## config.mk

```make
export PLATFORM = sky130hd
export DESIGN_NAME = vga_timing_gen_flat
export DESIGN_NICKNAME = d
export VERILOG_FILES = /design/src/rtl/vga_timing_pkg.sv /design/src/rtl/vga_timing_gen_if.sv /design/src/rtl/vga_axis_cnt.sv /design/src/rtl/vga_timing_gen.sv /design/src/flat_wrapper.sv
export SDC_FILE = /design/constraint.sdc
export NUM_CORES = 1
export LEC_CHECK = 0
export CAP_MARGIN = 20
export CORE_ASPECT_RATIO = 1.2
export CORE_MARGIN = 3
export CORE_UTILIZATION = 55
export DETAILED_ROUTE_END_ITERATION = 16
export PLACE_DENSITY_LB_ADDON = 0.05
export SYNTH_ARGS = -nofsm -noshare
export SYNTH_HDL_FRONTEND = slang
export SYNTH_SLANG_ARGS = --single-unit
```

## constraint.sdc

```tcl
create_clock -name clk -period 8.6 [get_ports clk]
set_input_delay 0.86 -clock clk [delete_from_list [all_inputs] [get_ports clk]]
set_output_delay 0.86 -clock clk [all_outputs]
set_load 0.1 [all_outputs]
```

## src/rtl/vga_timing_pkg.sv

```systemverilog
`default_nettype none
// ============================================================================
//  Module      : vga_timing_pkg
//  Description : Shared types for the VGA timing generator.
//                - vga_timing_t : packed timing record, first field in the MSBs
//                - vga_region_e : per-axis region (ACTIVE, FP, SYNC, BP)
//                - default 640x350 and 640x480 timing constants
//                - vga_fields_ok: config validation
//  Revision    : 1.0  initial release
// ============================================================================
package vga_timing_pkg;

    localparam int VGA_CW = 11;

    typedef struct packed {
        logic [VGA_CW-1:0] h_active;
        logic [VGA_CW-1:0] h_fp;
        logic [VGA_CW-1:0] h_sync;
        logic [VGA_CW-1:0] h_bp;
        logic [VGA_CW-1:0] v_active;
        logic [VGA_CW-1:0] v_fp;
        logic [VGA_CW-1:0] v_sync;
        logic [VGA_CW-1:0] v_bp;
        logic              hs_pol;
        logic              vs_pol;
    } vga_timing_t;

    typedef enum logic [1:0] {
        ACTIVE = 2'd0,
        FP     = 2'd1,
        SYNC   = 2'd2,
        BP     = 2'd3
    } vga_region_e;

    localparam vga_timing_t VGA_640X350 = '{11'd640, 11'd16, 11'd96, 11'd48,
                                            11'd350, 11'd37, 11'd2,  11'd60,
                                            1'b1, 1'b0};
    localparam vga_timing_t VGA_640X480 = '{11'd640, 11'd16, 11'd96, 11'd48,
                                            11'd480, 11'd10, 11'd2,  11'd33,
                                            1'b0, 1'b0};

    // Every width field must be non-zero and each axis total must fit in cw bits.
    function automatic logic vga_fields_ok(
        input logic [31:0] ha, hf, hs, hb,
        input logic [31:0] va, vf, vs, vb,
        input int          cw
    );
        logic [31:0] ht;
        logic [31:0] vt;
        ht = ha + hf + hs + hb;
        vt = va + vf + vs + vb;
        return (ha != 0) && (hf != 0) && (hs != 0) && (hb != 0) &&
               (va != 0) && (vf != 0) && (vs != 0) && (vb != 0) &&
               (ht < (32'd1 << cw)) && (vt < (32'd1 << cw));
    endfunction

endpackage
`default_nettype wire

```

## src/rtl/vga_timing_gen_if.sv

```systemverilog
`default_nettype none
// ============================================================================
//  Module      : vga_timing_gen_if
//  Description : Runtime timing configuration port (valid/ready plus reject
//                pulse). cfg_timing packs the vga_timing_t field order:
//                h_active (MSBs) .. v_bp, hs_pol, vs_pol (LSB).
//                master : config source     slave : timing generator
//  Revision    : 1.0  initial release
// ============================================================================
interface vga_timing_gen_if #(
    parameter int CW = 11
);
    logic              cfg_valid;
    logic              cfg_ready;
    logic [8*CW+1:0]   cfg_timing;
    logic              cfg_err;

    modport master (output cfg_valid, output cfg_timing,
                    input  cfg_ready, input  cfg_err);
    modport slave  (input  cfg_valid, input  cfg_timing,
                    output cfg_ready, output cfg_err);
endinterface
`default_nettype wire

```

## src/rtl/vga_axis_cnt.sv

```systemverilog
`default_nettype none
// ============================================================================
//  Module      : vga_axis_cnt
//  Description : One timing axis: enabled wrap counter with terminal detect
//                and active/front-porch/sync/back-porch region decode.
//  Ports       : clk, rst       clock, synchronous active-high reset
//                i_en           advance the counter this cycle
//                i_act..i_bp    region widths of the live timing
//                o_cnt          current count
//                o_term         count is at (or beyond) the last position
//                o_region       region of the current count
//  Revision    : 1.0  initial release
// ============================================================================
module vga_axis_cnt
    import vga_timing_pkg::*;
#(
    parameter int CW = 11
)(
    input  wire logic          clk,
    input  wire logic          rst,
    input  wire logic          i_en,
    input  wire logic [CW-1:0] i_act,
    input  wire logic [CW-1:0] i_fp,
    input  wire logic [CW-1:0] i_sync,
    input  wire logic [CW-1:0] i_bp,
    output logic      [CW-1:0] o_cnt,
    output logic               o_term,
    output vga_region_e        o_region
);
    logic [CW-1:0] r_cnt;
    logic [CW-1:0] w_sync_start;
    logic [CW-1:0] w_bp_start;
    logic [CW-1:0] w_total;

    assign w_sync_start = i_act + i_fp;
    assign w_bp_start   = w_sync_start + i_sync;
    assign w_total      = w_bp_start + i_bp;

    // >= so a count left beyond a shrunken total still wraps immediately.
    assign o_term = (r_cnt >= (w_total - CW'(1)));
    assign o_cnt  = r_cnt;

    always_ff @(posedge clk) begin
        if (rst) begin
            r_cnt <= '0;
        end else if (i_en) begin
            r_cnt <= o_term ? '0 : r_cnt + CW'(1);
        end
    end

    always_comb begin
        o_region = BP;
        if (r_cnt < i_act) begin
            o_region = ACTIVE;
        end else if (r_cnt < w_sync_start) begin
            o_region = FP;
        end else if (r_cnt < w_bp_start) begin
            o_region = SYNC;
        end
    end
endmodule
`default_nettype wire

```

## src/rtl/vga_timing_gen.sv

```systemverilog
`default_nettype none
// ============================================================================
//  Module      : vga_timing_gen
//  Description : Programmable VGA sync generator. Produces hsync/vsync with
//                polarity, data enable, pixel coordinates and line/frame
//                strobes. A new timing offered on cfg is held in a shadow
//                slot and becomes live only at the end of a frame.
//  Ports       : clk, rst             clock, synchronous active-high reset
//                pix_en               pixel enable; timing advances when 1
//                cfg (slave)          cfg_valid/cfg_ready/cfg_timing/cfg_err
//                o_hsync, o_vsync     syncs with polarity applied
//                o_de, o_x, o_y       active video flag and coordinates
//                o_line_start         pulse at h=0
//                o_frame_start        pulse at h=0, v=0
//  Option      : VGA_TIMING_CELL_EN adds o_col, o_row, o_glyph_row and
//                o_cell_fetch for the 8x8 character cell pipeline.
//  Revision    : 1.0  initial release
// ============================================================================
module vga_timing_gen
    import vga_timing_pkg::*;
#(
    parameter int CW       = VGA_CW,
    parameter int H_ACTIVE = 640,
    parameter int H_FP     = 16,
    parameter int H_SYNC   = 96,
    parameter int H_BP     = 48,
    parameter int V_ACTIVE = 350,
    parameter int V_FP     = 37,
    parameter int V_SYNC   = 2,
    parameter int V_BP     = 60,
    parameter int HS_POL   = 1,
    parameter int VS_POL   = 0
)(
    input  wire logic        clk,
    input  wire logic        rst,
    input  wire logic        pix_en,
    vga_timing_gen_if.slave  cfg,
    output logic             o_hsync,
    output logic             o_vsync,
    output logic             o_de,
    output logic [CW-1:0]    o_x,
    output logic [CW-1:0]    o_y,
    output logic             o_line_start,
    output logic             o_frame_start
`ifdef VGA_TIMING_CELL_EN
    ,
    output logic [CW-4:0]    o_col,
    output logic [CW-4:0]    o_row,
    output logic [2:0]       o_glyph_row,
    output logic             o_cell_fetch
`endif
);
    localparam int c_TW = 8*CW + 2;
    localparam logic [c_TW-1:0] c_DEFAULT = {
        CW'(H_ACTIVE), CW'(H_FP), CW'(H_SYNC), CW'(H_BP),
        CW'(V_ACTIVE), CW'(V_FP), CW'(V_SYNC), CW'(V_BP),
        1'(HS_POL), 1'(VS_POL)};

    logic [c_TW-1:0] r_live;
    logic [c_TW-1:0] r_shadow;
    logic            r_shadow_full;
    logic            r_err_pend;
    logic            r_cfg_err;

    logic [CW-1:0]   w_h_cnt, w_v_cnt;
    logic            w_h_term, w_v_term;
    vga_region_e     w_h_rgn, w_v_rgn;
    logic            w_de, w_apply, w_xfer, w_cfg_ok, w_reject;

    // ---------------------------------------------------------------- axes
    vga_axis_cnt #(.CW(CW)) u_h_axis (
        .clk      (clk),
        .rst      (rst),
        .i_en     (pix_en),
        .i_act    (r_live[8*CW+1 -: CW]),
        .i_fp     (r_live[7*CW+1 -: CW]),
        .i_sync   (r_live[6*CW+1 -: CW]),
        .i_bp     (r_live[5*CW+1 -: CW]),
        .o_cnt    (w_h_cnt),
        .o_term   (w_h_term),
        .o_region (w_h_rgn)
    );

    vga_axis_cnt #(.CW(CW)) u_v_axis (
        .clk      (clk),
        .rst      (rst),
        .i_en     (pix_en & w_h_term),
        .i_act    (r_live[4*CW+1 -: CW]),
        .i_fp     (r_live[3*CW+1 -: CW]),
        .i_sync   (r_live[2*CW+1 -: CW]),
        .i_bp     (r_live[CW+1 -: CW]),
        .o_cnt    (w_v_cnt),
        .o_term   (w_v_term),
        .o_region (w_v_rgn)
    );

    // ------------------------------------------------------------- config
    assign w_cfg_ok = vga_fields_ok(
        32'(cfg.cfg_timing[8*CW+1 -: CW]), 32'(cfg.cfg_timing[7*CW+1 -: CW]),
        32'(cfg.cfg_timing[6*CW+1 -: CW]), 32'(cfg.cfg_timing[5*CW+1 -: CW]),
        32'(cfg.cfg_timing[4*CW+1 -: CW]), 32'(cfg.cfg_timing[3*CW+1 -: CW]),
        32'(cfg.cfg_timing[2*CW+1 -: CW]), 32'(cfg.cfg_timing[CW+1 -: CW]),
        CW);

    assign w_xfer   = cfg.cfg_valid & ~r_shadow_full;
    assign w_reject = w_xfer & ~w_cfg_ok;
    // Apply and accept are exclusive: apply needs a full slot, accept an empty one.
    assign w_apply  = pix_en & w_h_term & w_v_term & r_shadow_full;

    assign cfg.cfg_ready = ~r_shadow_full;
    assign cfg.cfg_err   = r_cfg_err;

    always_ff @(posedge clk) begin
        if (rst) begin
            r_live        <= c_DEFAULT;
            r_shadow      <= '0;
            r_shadow_full <= 1'b0;
            r_err_pend    <= 1'b0;
            r_cfg_err     <= 1'b0;
        end else begin
            if (w_apply) begin
                r_live        <= r_shadow;
                r_shadow_full <= 1'b0;
            end else if (w_xfer && w_cfg_ok) begin
                r_shadow      <= cfg.cfg_timing;
                r_shadow_full <= 1'b1;
            end
            // A rejection seen while pix_en=0 is held until the next pixel
            // cycle so the error pulse stays aligned with the other strobes.
            if (pix_en) begin
                r_cfg_err  <= r_err_pend | w_reject;
                r_err_pend <= 1'b0;
            end else begin
                r_cfg_err  <= 1'b0;
                r_err_pend <= r_err_pend | w_reject;
            end
        end
    end

    // ------------------------------------------------------------ outputs
    assign w_de = (w_h_rgn == ACTIVE) && (w_v_rgn == ACTIVE);

    always_ff @(posedge clk) begin
        if (rst) begin
            o_hsync       <= ~c_DEFAULT[1];
            o_vsync       <= ~c_DEFAULT[0];
            o_de          <= 1'b0;
            o_x           <= '0;
            o_y           <= '0;
            o_line_start  <= 1'b0;
            o_frame_start <= 1'b0;
        end else if (pix_en) begin
            o_hsync       <= (w_h_rgn == SYNC) ? r_live[1] : ~r_live[1];
            o_vsync       <= (w_v_rgn == SYNC) ? r_live[0] : ~r_live[0];
            o_de          <= w_de;
            o_x           <= w_de ? w_h_cnt : '0;
            o_y           <= w_de ? w_v_cnt : '0;
            o_line_start  <= (w_h_cnt == '0);
            o_frame_start <= (w_h_cnt == '0) && (w_v_cnt == '0);
        end else begin
            o_line_start  <= 1'b0;
            o_frame_start <= 1'b0;
        end
    end

`ifdef VGA_TIMING_CELL_EN
    // Fetch at pixel 4 of each cell gives VRAM half a cell of lead time.
    always_ff @(posedge clk) begin
        if (rst) begin
            o_col        <= '0;
            o_row        <= '0;
            o_glyph_row  <= '0;
            o_cell_fetch <= 1'b0;
        end else if (pix_en) begin
            o_col        <= w_de ? w_h_cnt[CW-1:3] : '0;
            o_row        <= w_de ? w_v_cnt[CW-1:3] : '0;
            o_glyph_row  <= w_de ? w_v_cnt[2:0]    : '0;
            o_cell_fetch <= w_de && (w_h_cnt[2:0] == 3'd4);
        end else begin
            o_cell_fetch <= 1'b0;
        end
    end
`endif
endmodule
`default_nettype wire
```

## src/flat_wrapper.sv

```systemverilog
// flat-port wrapper written by rule: the top's interface ports become plain ports
module vga_timing_gen_flat import vga_timing_pkg::*;
#(
    parameter int CW       = VGA_CW,
    parameter int H_ACTIVE = 640,
    parameter int H_FP     = 16,
    parameter int H_SYNC   = 96,
    parameter int H_BP     = 48,
    parameter int V_ACTIVE = 350,
    parameter int V_FP     = 37,
    parameter int V_SYNC   = 2,
    parameter int V_BP     = 60,
    parameter int HS_POL   = 1,
    parameter int VS_POL   = 0
)
  (clk, rst, pix_en, o_hsync, o_vsync, o_de, o_x, o_y, o_line_start, o_frame_start, cfg_cfg_valid, cfg_cfg_timing, cfg_cfg_ready, cfg_cfg_err);
  vga_timing_gen_if #(.CW(CW)) cfg_i ();
  input  wire logic clk;
  input  wire logic rst;
  input  wire logic pix_en;
  output logic o_hsync;
  output logic o_vsync;
  output logic o_de;
  output logic [CW-1:0] o_x;
  output logic [CW-1:0] o_y;
  output logic o_line_start;
  output logic o_frame_start;
  input wire logic [$bits(cfg_i.cfg_valid)-1:0] cfg_cfg_valid;
  input wire logic [$bits(cfg_i.cfg_timing)-1:0] cfg_cfg_timing;
  output wire logic [$bits(cfg_i.cfg_ready)-1:0] cfg_cfg_ready;
  output wire logic [$bits(cfg_i.cfg_err)-1:0] cfg_cfg_err;
  assign cfg_i.cfg_valid = cfg_cfg_valid;
  assign cfg_i.cfg_timing = cfg_cfg_timing;
  assign cfg_cfg_ready = cfg_i.cfg_ready;
  assign cfg_cfg_err = cfg_i.cfg_err;
  vga_timing_gen #(.CW(CW), .H_ACTIVE(H_ACTIVE), .H_FP(H_FP), .H_SYNC(H_SYNC), .H_BP(H_BP), .V_ACTIVE(V_ACTIVE), .V_FP(V_FP), .V_SYNC(V_SYNC), .V_BP(V_BP), .HS_POL(HS_POL), .VS_POL(VS_POL)) u_core (.clk(clk), .rst(rst), .pix_en(pix_en), .cfg(cfg_i), .o_hsync(o_hsync), .o_vsync(o_vsync), .o_de(o_de), .o_x(o_x), .o_y(o_y), .o_line_start(o_line_start), .o_frame_start(o_frame_start));
endmodule
```

# Yosys cells after proc, flatten, opt, wreduce, memory -nomap -nowiden
# Index checks and enable logic that the tools add are counted.
# W data, S select, Z words.
op_classes:
  n_addsub: 16
  order_cmp: 10
  eq_ne: 2
  muxes: 12
  n_bitwise: 12
  n_reduce_logical: 28
op_table:
  columns: ["op", "count"]
  rows:
  - ["$add A32 B11 Y32", 4]
  - ["$reduce_bool A11 Y1", 8]
  - ["$add A11 B11 Y11", 6]
  - ["$lt A11 B11 Y1", 6]
  - ["$lt A32 B12 Y1 const B", 2]
  - ["$mux W11", 4]
  - ["$add A11 B11 Y12", 2]
  - ["$add A11 B1 Y11 const B", 2]
  - ["$ge A11 B11 Y1", 2]
  - ["$logic_not A11 Y1", 2]
  - ["$sub A11 B1 Y11 const B", 2]
  - ["$logic_and A1 B1 Y1", 12]
  - ["$mux W2", 4]
  - ["$not A1 Y1", 6]
  - ["$reduce_or A2 Y1", 3]
  - ["$and A1 B1 Y1", 5]
  - ["$eq A2 B2 Y1 const B", 2]
  - ["$logic_not A2 Y1", 2]
  - ["$mux W1", 4]
  - ["$reduce_and A2 Y1", 1]
  - ["$or A1 B1 Y1", 1]
totals:
  regBits: 232
  in_bits: 94

# Logic depth before layout (Yosys ltp)
depth:
  depth_word: 13
  depth_mapped: 31
  mapped_depth_nobuf: 28

# By module
# From an unflattened synthesis, not the netlist that was laid out.
hier_totals:
  hier_cells: 1883
  hier_area_um2: 16185.5
modules_own_cells:
  columns: ["mod", "instances", "cells_per_inst", "area_each_um2", "seq_area_each_um2"]
  rows:
  - ["vga_timing_gen", 1, 1136, 10302.4, 4204.0]
  - ["vga_axis_cnt (u_core.u_h_axis)", 1, 377, 2956.6, 220.2]
  - ["vga_axis_cnt (u_core.u_v_axis)", 1, 370, 2926.6, 220.2]

# Worst setup path before layout
# Ideal clock, no wire load.
synth_path:
  path_kind: "register to register"
  from: "reg u_core.r_live[36]"
  to: "reg u_core.r_live[89]"
  arrival_time_ps: 5743
  required_ps: 8514
  path_slack_ps: 2771
  stages_incl_launch_ff: 30
  path_buffers: 2
  synth_period_minus_slack_ps: 5829
  path_cell_list: "dfxtp_1 > ha_1 > a21o_1 > a21oi_1 > o21bai_1 > a21oi_1 > o21ai_0 > a21oi_1 > mux2i_1 > or2_2 > ha_1 > clkbuf_1 > mux2i_1 > o211ai_1 > a311oi_1 > ha_1 > inv_1 > ha_1 > and2_1 > o21ai_0 > o311ai_0 > nor3_1 > xor2_1 > ha_1 > nand2_1 > a21oi_1 > a221oi_4 > clkbuf_1 > or4_1 > o31ai_2"
synth_via:
  elab_chain_len: 7
synth_lines:
  columns: ["element", "line", "text"]
  rows:
  - ["from (decl)", "vga_timing_gen.sv:59", "logic [c_TW-1:0] r_live;"]
  - ["from (signal assigned)", "vga_timing_gen.sv:115", "r_live <= c_DEFAULT;"]
  - ["from (signal assigned)", "vga_timing_gen.sv:122", "r_live <= r_shadow;"]
  - ["$add A11 B11 Y11", "vga_axis_cnt.sv:35", "assign w_sync_start = i_act + i_fp;"]
  - ["$add A11 B11 Y11", "vga_axis_cnt.sv:36", "assign w_bp_start = w_sync_start + i_sync;"]
  - ["$add A11 B11 Y11", "vga_axis_cnt.sv:37", "assign w_total = w_bp_start + i_bp;"]
  - ["$sub A11 B1 Y11", "vga_axis_cnt.sv:40", "assign o_term = (r_cnt >= (w_total - CW'(1)));"]
  - ["$ge A11 B11 Y1", "vga_axis_cnt.sv:40", null]
  - ["$and A1 B1 Y1 (2 in series)", "vga_timing_gen.sv:108", "assign w_apply = pix_en & w_h_term & w_v_term & r_shadow_full;"]
# No other way between the ends.
# A chain may end at the register's enable or synchronous reset.

# Final worst setup path
layout_path:
  from: "reg u_core.r_live[69]"
  to: "reg u_core.r_live[73]"
layout_via:
  elab_chain_len: 8
layout_lines:
  columns: ["element", "line"]
  rows:
  - ["$add A11 B11 Y11", "vga_axis_cnt.sv:35"]
  - ["$add A11 B11 Y11", "vga_axis_cnt.sv:36"]
  - ["$add A11 B11 Y11", "vga_axis_cnt.sv:37"]
  - ["$sub A11 B1 Y11", "vga_axis_cnt.sv:40"]
  - ["$ge A11 B11 Y1", "vga_axis_cnt.sv:40"]
  - ["$and A1 B1 Y1 (3 in series)", "vga_timing_gen.sv:108"]
# No other way between the ends.

==> run_results.csv <==
group,metric,value,unit
sta,finalHoldViolCount,0,
drt,postRouteAntennaNets,0,
clock_network,clk_pin_slew,0.06,ns
drt,wl_per_cell,16.8,um
status,status,"complete, no violations",
sta,rsz0062_at_grt,"false",
place,place_area,17600,sq um
critical_path,crit_top_cell,"ha_1",
sta,fmax,0.139,GHz
power_and_ir_drop,power_density,143,nW/um^2
finish,fin_nets,2231,
critical_path,critPathCaptureType,"register",
drt,drt-pass1-iter-count,5,
die,die_h,194,um
critical_path,path_class,"reg2reg",
critical_path,required,9.04,ns
sta,worst_pin_slew,1.02,ns
synth,synth-seq-cells,232,
sta,fin_tns_setup,0,ns
synth,yosysTopAreaCell,"dfxtp_1",
place,numPortBuffers,122,
sta,max-slew-margin-rel,0.317,
global_routing,grt_max_degree,108,
synth,synth.distinct_cells,66,
global_routing,grt_pass1_wl,62900,um
critical_path,cp_slowest_cell,"nand3_1",
sta,setup_viol,0,
synth,synth-edff-count,0,
critical_path,cp_max_fo,90,
critical_path,slowest_delay,0.65,ns
global_routing,grt_use_total,0.241,
sta,setup_ws,1.41,ns
drt,routed_wl,38600,um
synth,synth_fp_nets,2143,
synth,synth_cells,1816,
global_routing,grt_pass1_vias,12100,
finish,layout-drive-gt1-share,0.0469,
drt,viasPerCell,5.49,
clock_network,ctsResizeCount,0,
power_and_ir_drop,p_leak,7.83,nW
sta,fin_skew,0.0120,ns
flow_run,drv_cap,0,
synth,async_flop_share,0,
die,dieArea,31700,sq um
synth,syn_area_per_cell,8.95,sq um
sta,min_period,7.19,ns
global_routing,antenna_found_initial,0,
sta,holdWs,0.451,ns
die,start_util,0.562,
synth,synth_top_cell_area_share,0.286,
synth,synth_ff_type,"dfxtp_1",
drt,first_iter_violations,854,
synth,yosys_warnings,0,
drt,dr_total_vias,12600,
die,rows,68,
die,num_io_pins,123,
clock_network,cts_root_buffer,"clkbuf_16",
place,gp_congestion,0.907,
place,place_ws,1.48,ns
die,core,28900,sq um
finish,antenna_cells,0,
finish,syn2layout_area_growth,13.2,%
clock_network,cts_tree,"done",
clock_network,numCtsBuffers,24,
power_and_ir_drop,vdd_drop_max,0.000112,V
die,die_x,163,um
finish,finish.utilization,0.636,
synth,yosys-top-cells-count,"dfxtp_1, inv_1, ha_1, nor2_1, mux2i_1",
sta,maxSlewViolCount,0,
synth,ys_top_cells_by_area,"dfxtp_1, ha_1, mux2i_1",
clock_network,cts_buffer_depth,3,
clock_network,clk_latency,0.52,ns
synth,ys_seq_area_frac,0.286,
clock_network,cts_max_level,1,
critical_path,arrival,7.64,ns
clock_network,clkSinkCount,232,
finish,finish.instance_area,18400,sq um
global_routing,grt_overflow_total,0,
sta,finalCritPeriodShare,0.837,
synth,netlist_area,16300,sq um
synth,synth_most_common_cell,"dfxtp_1",
min_path,hp-class,"reg2reg",
critical_path,critPathLaunchType,"register",
clock_network,hold_buffers,0,
place,hpwl,29900,um
clock_network,cts_setup_buffers,0,
drt,drc,0,
flip-flops by register name, summed over array words and instances, names as in the netlist:
name                   count
u_core.cfg.cfg_err         1
u_core.o_de                1
u_core.o_frame_start       1
u_core.o_hsync             1
u_core.o_line_start        1
u_core.o_vsync             1
u_core.o_x                11
u_core.o_y                11
u_core.r_err_pend          1
u_core.r_live             90
u_core.r_shadow           90
u_core.r_shadow_full       1
u_core.u_h_axis.o_cnt     11
u_core.u_v_axis.o_cnt     11
cell families (layout without fill, tap and decap cells):
logic type / after synthesis / after routing / share of synthesized area
AO/OA/AOI/OAI: 296 / 296 / 0.135
XOR/XNOR: 80 / 80 / 0.0431
adder cells (fa/ha/maj): 234 / 234 / 0.193
buffers and inverters: 284 / 385 / 0.0758
flip-flops: 232 / 232 / 0.286
multiplexers: 162 / 162 / 0.0997
AND/OR/NAND/NOR: 528 / 528 / 0.167
cell type report:
| cell class | instances | area, sq um |
|---|---|---|
| Fill cell | 2530 | 10500 |
| Multi-Input combinational cell | 1300 | 10400 |
| Sequential cell | 232 | 4640 |
| Timing Repair Buffer | 130 | 1310 |
| Inverter | 216 | 811 |
| Clock buffer | 32 | 662 |
| Tap cell | 385 | 482 |
| Clock inverter | 7 | 96.3 |
report_power, final:
group / total [W] / switching, W / internal (W)
clock: 0.00102 / 0.000424 / 0.000598
combinational: 0.000482 / 0.000266 / 0.000216
sequential: 0.00114 / 0.0000247 / 0.00111
total: 0.00264 / 0.000714 / 0.00193
routing by layer:
metal,share of wire,vias up,GRT usage
met1,0.51,5875,0.370
li1,-,6436,-
met5,0,-,0
met2,0.42,273,0.359
met3,0.040,61,0.0228
met4,0.029,0,0.0664
cell usage in the layout (no fill, tap or decap), types with 8 or more instances in the layout:
cell type / synthesis / final
a21o_1: 31 / 31
a21oi_1: 79 / 79
a22o_1: 22 / 22
and3_1: 8 / 8
clkbuf_16: 0 / 25
clkdlybuf4s50_1: 0 / 121
dfxtp_1: 232 / 232
fa_1: 28 / 28
ha_1: 205 / 205
inv_1: 216 / 216
mux2i_1: 162 / 162
nand2_1: 46 / 46
nand2b_1: 127 / 127
nand3_1: 25 / 25
nand4_1: 11 / 11
nor2_1: 187 / 186
nor3_1: 30 / 29
nor4_1: 24 / 24
o211ai_1: 13 / 13
o21a_1: 12 / 12
o21ai_0: 30 / 30
o21bai_1: 27 / 27
o31ai_2: 25 / 25
or3_1: 9 / 9
or4_1: 31 / 31
xnor2_1: 49 / 49
xor2_1: 31 / 31
per-stage QoR:
stage	power [W]	std cells
after floorplan	0.00149	1816
after global placement	0.00163	2263
after detailed placement	0.00164	2263
after CTS	0.00266	2302
after global routing	0.00276	2302
final	0.00264	2302
critical path: cells and delay by family, from the launching register on:
family | cells | cell delay (ns)
and+or+nand+nor | 8 | 2.01
muxes | 2 | 0.39
adders and majority gates | 5 | 1.38
AOI/OAI and AO/OA | 10 | 2.02
buffers and inverters | 3 | 0.71
xor gates and xnor gates | 1 | 0.19
DFF | 1 | 0.34
final timing paths:
kind / from / end / slack (ns) / cells past startpoint
min: u_core.o_de / u_core.o_de / 0.45 / 1
min reg2reg: u_core.o_de / u_core.o_de / 0.45 / 1
max reg2reg: u_core.r_live[69] / u_core.r_live[73] / 1.41 / 29
max: u_core.r_live[69] / u_core.r_live[73] / 1.41 / 29
Note: power is estimated with default switching activity, not from simulation.
